[src/rtl/pc16_stack.sv]
// 16-bit program counter with a DEPTH-entry return-address stack, fed by an inc16 incrementer.
// Optional PC16_WRAP_TRAP_EN: inc at 0xFFFF holds the PC and raises a sticky trap instead of wrapping.

module inc16 (
  input  logic [15:0] i_a,
  output logic [15:0] o_sum,
  output logic        o_cout
);
  assign {o_cout, o_sum} = {1'b0, i_a} + 17'd1;
endmodule

module pc16_stack #(
  parameter int          DEPTH     = 4,
  parameter logic [15:0] RESET_VEC = 16'h0000
) (
  input  logic                     clk,
  input  logic                     reset,
  input  logic [15:0]              in,
  input  logic                     clr,
  input  logic                     load,
  input  logic                     call,
  input  logic                     ret,
  input  logic                     inc,
  output logic [15:0]              out,
  output logic [$clog2(DEPTH):0]   sp_depth,
  output logic                     stack_full,
  output logic                     stack_empty,
  output logic                     ovf_err,
  output logic                     unf_err,
  output logic                     trap
);
  localparam int SPW = $clog2(DEPTH);
  localparam logic [SPW:0] FULL_CNT = (SPW+1)'(DEPTH);

  logic [15:0]    r_pc;
  logic [SPW:0]   r_sp;
  logic           r_ovf, r_unf;
  logic [15:0]    r_stack [DEPTH];

  logic [15:0]    w_sum;
  logic           w_cout;
  logic           w_full, w_empty, w_push;
  logic [SPW-1:0] w_wr_idx, w_rd_idx;

  inc16 u_inc (.i_a(r_pc), .o_sum(w_sum), .o_cout(w_cout));

  assign w_full   = (r_sp == FULL_CNT);
  assign w_empty  = (r_sp == '0);
  assign w_wr_idx = r_sp[SPW-1:0];
  assign w_rd_idx = r_sp[SPW-1:0] - 1'b1;
  // push only when call is the winning command and there is room
  assign w_push   = !clr && !load && call && !w_full;

  always_ff @(posedge clk or posedge reset) begin
    if (reset) begin
      r_pc  <= RESET_VEC;
      r_sp  <= '0;
      r_ovf <= 1'b0;
      r_unf <= 1'b0;
    end else if (clr) begin
      r_pc  <= RESET_VEC;
      r_sp  <= '0;
      r_ovf <= 1'b0;
      r_unf <= 1'b0;
    end else if (load) begin
      r_pc <= in;
    end else if (call) begin
      if (w_full) r_ovf <= 1'b1;
      else begin
        r_pc <= in;
        r_sp <= r_sp + 1'b1;
      end
    end else if (ret) begin
      if (w_empty) r_unf <= 1'b1;
      else begin
        r_pc <= r_stack[w_rd_idx];
        r_sp <= r_sp - 1'b1;
      end
    end else if (inc) begin
`ifdef PC16_WRAP_TRAP_EN
      if (!w_cout) r_pc <= w_sum;
`else
      r_pc <= w_sum;
`endif
    end
  end

  always_ff @(posedge clk) begin
    if (w_push) r_stack[w_wr_idx] <= w_sum;
  end

`ifdef PC16_WRAP_TRAP_EN
  logic r_trap;
  always_ff @(posedge clk or posedge reset) begin
    if (reset)                                          r_trap <= 1'b0;
    else if (clr)                                       r_trap <= 1'b0;
    else if (!load && !call && !ret && inc && w_cout)   r_trap <= 1'b1;
  end
  assign trap = r_trap;
`else
  logic w_unused_cout;
  assign w_unused_cout = w_cout;
  assign trap = 1'b0;
`endif

  assign out         = r_pc;
  assign sp_depth    = r_sp;
  assign stack_full  = w_full;
  assign stack_empty = w_empty;
  assign ovf_err     = r_ovf;
  assign unf_err     = r_unf;
endmodule

[config.mk]
export PLATFORM = sky130hd
export DESIGN_NAME = pc16_stack
export DESIGN_NICKNAME = d
export VERILOG_FILES = /design/src/rtl/pc16_stack.sv
export SDC_FILE = /design/constraint.sdc
export NUM_CORES = 1
export LEC_CHECK = 0
export ABC_AREA = 1
export BUFFER_PORTS_ARGS = -buffer_cell sky130_fd_sc_hd__buf_2
export CORE_MARGIN = 2
export CORE_UTILIZATION = 36
export DETAILED_ROUTE_END_ITERATION = 8
export SLEW_MARGIN = 15
export SYNTH_ARGS = -nofsm -noshare
export SYNTH_HDL_FRONTEND = slang
export SYNTH_SLANG_ARGS = --single-unit
[constraint.sdc]
create_clock -name clk -period 2.4 [get_ports clk]
set_input_delay 0.48 -clock clk [delete_from_list [all_inputs] [get_ports clk]]
set_output_delay 0.48 -clock clk [all_outputs]
set_load 0.02 [all_outputs]
Yosys cells after proc, flatten, opt, wreduce, memory -nomap -nowiden:

Memories as Yosys holds them, arrays and structs flattened.
Cells that the tools add are included.

* register bits after elaboration: 21
* memory bits (writable): 64
* input port bits: 23
* output and inout bits: 24
* logic and storage cells: 57
* memories: 1

* add/sub/neg operators: 4
* equality and inequality tests: 7
* mux-type cells: 24
* reductions and logical operators: 17

Memories
* r_stack: depth 4, width 16, rd ports 1, clocked after memory_dff 0, write ports 1, line 38 `logic [15:0] r_stack [DEPTH];`

Operators with widths (count)
* $mux W16: 7
* $mux W3: 6
* $add A16 B1 Y16 const B: 1
* $mux W1: 11
* $reduce_and A4 Y1: 2
* $reduce_bool A2 Y1: 4
* $ne A3 B3 Y1 const B: 2
* $reduce_and A3 Y1: 2
* $ne A5 B5 Y1 const B: 1
* $reduce_bool A5 Y1: 1
* $ne A2 B2 Y1 const B: 2
* $ne A4 B4 Y1 const B: 1
* $add A3 B1 Y3 const B: 1
* $eq A3 B3 Y1 const B: 1
* $logic_and A1 B1 Y1: 3
* $logic_not A1 Y1: 3
* $logic_not A3 Y1: 1
* $reduce_bool A3 Y1: 1
* $sub A3 B1 Y3 const B: 1
* $sub A2 B1 Y2 const B: 1

Logic depth before layout (Yosys ltp):

An unclocked memory read counts as a cell.

* word-level depth: 7
* gate-level depth with buffers: 14
* mapped depth without buffers: 11

Hierarchy:

From an unflattened synthesis, not the netlist that was laid out.

* cells, all modules: 464
* area total of the unflattened synthesis: 4187.8 um^2

Modules (own cells, without submodules)
* pc16_stack: times used 1, cells each 390, area an instance 3806.2 um^2, sequential area each 2447.3 um^2
* inc16: times used 1, cells each 74, area an instance 381.6 um^2, sequential area each 0.0 um^2

Least setup slack after synthesis:

OpenSTA, ideal clock, no wires.

* kind: register to register
* start: reg r_sp[0], in the netlist sp_depth[0]
* end: mem r_stack[1][0], enable pin
* arrival: 2.099 ns
* required time: 2.011 ns
* path slack: -0.087 ns
* stages on the path, launching flop included: 8
* buffers on the path: 2
* period minus slack after synthesis: 2.487 ns
* path through: dfrtp_1 > buf_2 > inv_1 > buf_2 > ha_1 > nand2_1 > nand3_1 > nor2_1

* longest elaborated chain between the ends: 5

RTL lines
* from (decl): line 36 `logic [SPW:0] r_sp;`
* from (signal assigned): line 71 `r_sp <= r_sp + 1'b1;`
* from (signal assigned): line 77 `r_sp <= r_sp - 1'b1;`
* $eq A3 B3 Y1: line 47 `assign w_full = (r_sp == FULL_CNT);`
* $logic_not A1 Y1: line 52 `assign w_push = !clr && !load && call && !w_full;`
* $logic_and A1 B1 Y1: line 52
* $mux W1: line 89 `if (w_push) r_stack[w_wr_idx] <= w_sum;`
* $mux W1 (implied by the code): line 89
* to (decl): line 38

Several ways; a longest one is shown, not always the timed one.

Final worst setup path:

* start: reg r_sp[1], in the netlist sp_depth[1]
* end: out stack_empty

* longest elaborated chain between the ends: 1

RTL lines
* $logic_not A3 Y1: line 48 `assign w_empty = (r_sp == '0);`
* to (decl): line 27 `output logic stack_empty,`

No other way between the ends.

==> results.py <==
metrics = {
    "detailed_routing": {
        "via_per_inst": 4.87,
        "num_vias": 3179,
        "drtAntennaViolNets": 0,
        "routed_wirelength_um": 9900,
        "wire_per_inst_um": 15.2,
        "drc": 0,
        "drt_iter0_drc": 226,
        "drtPass1Iterations": 4,
    },
    "sta": {
        "setup-violations-final": 0,
        "min_period_ns": 2.03,
        "maxSlewHeadroom_pct": 45.1,
        "fin_worst_skew_ns": 0.00585,
        "hold_ws_ns": 0.292,
        "rsz0062_at_grt": "no",
        "fmax_mhz": 493,
        "tns_ns": 0,
        "worst_slew_pin_slew_ns": 0.822,
        "final_max_slew_viol_count": 0,
        "final-hold-violation-count": 0,
        "period_share_pct": 84.5,
    },
    "final_layout": {
        "n_antenna_cell": 0,
        "fill_cells": 1102,
        "final_area_um2": 4860,
        "area_delta_synth_final_pct": 16.7,
        "nNetsFinal": 534,
        "layout-drive-gt1-share_pct": 14.5,
        "final_core_util_pct": 42.7,
    },
    "setup_path": {
        "r2r_start": "sp_depth[1]",
        "rr_worst_depth": 11,
        "reg2reg_setup_slack_ns": 0.50,
        "worst_path_max_delay_cell": "dfrtp_1",
        "required_ns": 1.92,
        "startpoint_type": "register",
        "crit_top_cell": "inv_1",
        "worstSetupPathType": "register to output port",
        "endpoint_kind": "output port",
        "slowest_delay_ns": 0.43,
        "cp_max_fo": 5,
        "r2r_end": "out[10]",
        "arrival_ns": 1.55,
        "cp_cell_sequence": "inv_1 > ha_1 > inv_1 > nor2_1 > buf_2",
    },
    "synth": {
        "dominantRegCellSynth": "edfxtp_1",
        "synth_area_leaders": "edfxtp_1, nand2_1, dfrtp_1, nand3_1, inv_1",
        "synth_cell_type_count": 30,
        "async_flop_share_pct": 24.7,
        "ys_seq_area_share_pct": 58.8,
        "synth_top_area_share_pct": 46.1,
        "syn-instance-count": 457,
        "synth_seq_cells": 85,
        "synth.avg_cell_area_um2": 9.11,
        "synth_common_cells": "nand2_1, nand3_1, edfxtp_1",
        "yosysMostFrequentCell": "nand2_1",
        "yosys.area.top_type": "edfxtp_1",
        "syn_nets": 486,
        "synth-warning-count": 0,
        "netlist_area_um2": 4170,
        "synth-edff-count": 64,
    },
    "floorplan": {
        "boundaryPins": 47,
        "dieArea_um2": 12400,
        "core_area_um2": 11400,
        "start_util_pct": 36.6,
        "rows": 39,
        "die_w_um": 112,
        "die_y_um": 112,
    },
    "worst_hold_path": {
        "hold_class": "input port to async pin",
    },
    "clock_tree": {
        "cts_sinks": 85,
        "clk_pin_slew_ns": 0.06,
        "ctsLongestPathBuffers": 2,
        "htree_levels": 3,
        "cts-root-buf": "clkbuf_16",
        "cts-hold-fix-buffers": 0,
        "cts_tree": "built",
        "worstSkewPairLatency_ns": 0.34,
        "cts_buffers": 9,
        "ctsResizeCount": 0,
        "cts_setup_buffers": 0,
    },
    "global_route": {
        "antenna_found_initial": 0,
        "use_met3_pct": 2.89,
        "grt_pass1_vias": 3071,
        "grt_use_met2_pct": 26.8,
        "overflow": 0,
        "grt_pass1_wl_um": 16100,
        "global_route.usage.met1_pct": 22.8,
        "grt_max_degree": 38,
        "track_usage_pct": 16.7,
        "busiest_layer": "met2",
    },
    "power": {
        "leakagePower_nw": 2.14,
        "power_density_nw_per_um2": 784,
        "ir_drop_mv": 0.409,
    },
    "status": {
        "status": "complete, no violations",
    },
    "placed_design": {
        "dp_hpwl_um": 6880,
        "place_congestion": 0.897,
        "numPortBuffers": 45,
        "placed_cell_area_um2": 4550,
    },
    "run": {
        "cap_viol_max_count": 0,
    },
}
## worst max-delay path by stage
stage / from / to / slack (ns) / cells past startpoint
6_report: sp_depth[1] / stack_empty / 0.37 / 5
5_1_grt: sp_depth[1] / out[0] / 0.25 / 11
4_1_cts: sp_depth[1] / stack_empty / 0.37 / 5
3_5_place_dp: call / out[3] / 0.42 / 9
3_3_place_gp: call / out[0] / 0.42 / 9
2_1_floorplan: sp_depth[0] / r_stack[1][0] / -0.09 / 7
## sequential cells by signal (all words and copies together), names as in the netlist
signal and flops:
r_stack 64, unf_err 1, ovf_err 1, out 16
sp_depth 3
## per-layer routing
metal  vias to the layer above  share of wire (%)
li1                       1590                  -
met1                      1495                 46
met2                        79                 48
met3                        15                3.6
met4                         0                1.8
met5                         -                  0
## cell families after synthesis
logic type                 synth area share (%)
and+or+nand+nor                            29.7
DFF                                        58.8
buffers and inverters                      5.41
AOI/OAI and AO/OA                          2.13
xor gates and xnor gates                   1.89
adders and majority gates                  1.98
other                                    0.0900
## stage by stage
| stage | worst slack, ns | total power [mW] | instances |
|---|---|---|---|
| 2_1_floorplan | -0.0871 | 2.16 | 457 |
| 3_3_place_gp | 0.423 | 2.37 | 637 |
| 3_5_place_dp | 0.417 | 2.37 | 637 |
| 4_1_cts | 0.375 | 3.83 | 653 |
| 5_1_grt | 0.247 | 3.97 | 653 |
| 6_report | 0.373 | 3.81 | 653 |
## layout by cell type, fill, tap and decap left out, types with 2 or more instances in the layout
cell type and instances:
nand4_1 4, nand3_1 65, nor2_1 31, and2_1 6
dfrtp_1 21, xor2_1 6, ha_1 5, edfxtp_1 64
nor2_4 2, clkinv_1 3, inv_1 35, buf_2 45
bufinv_16 2, xnor2_1 3, buf_4 8, clkbuf_16 9
o21ai_0 15, nand2_1 172
## cell type report
type / count / area (um2) / share of cell area (%)
Clock buffer: 9 / 225 / 4.63
Inverter: 37 / 141 / 2.91
Timing Repair Buffer: 53 / 285 / 5.87
Tap cell: 143 / 179 / 3.68
Clock inverter: 7 / 88.8 / 1.83
Sequential cell: 85 / 2450 / 50.4
Multi-Input combinational cell: 319 / 1490 / 30.7
## worst max-delay path, delay by kind of cell, from the launching register on
kind / cells / cell delay [ns]
flip-flops: 1 / 0.43
AND/OR/NAND/NOR: 1 / 0.16
adder cells (fa/ha/maj): 1 / 0.22
buffers and inverters: 3 / 0.40
## report_power, final
group,switching [mW],internal [mW]
clock network,0.557,0.905
logic,0.438,0.190
registers,0.0530,1.67
Power figures use the tool's default switching activity.
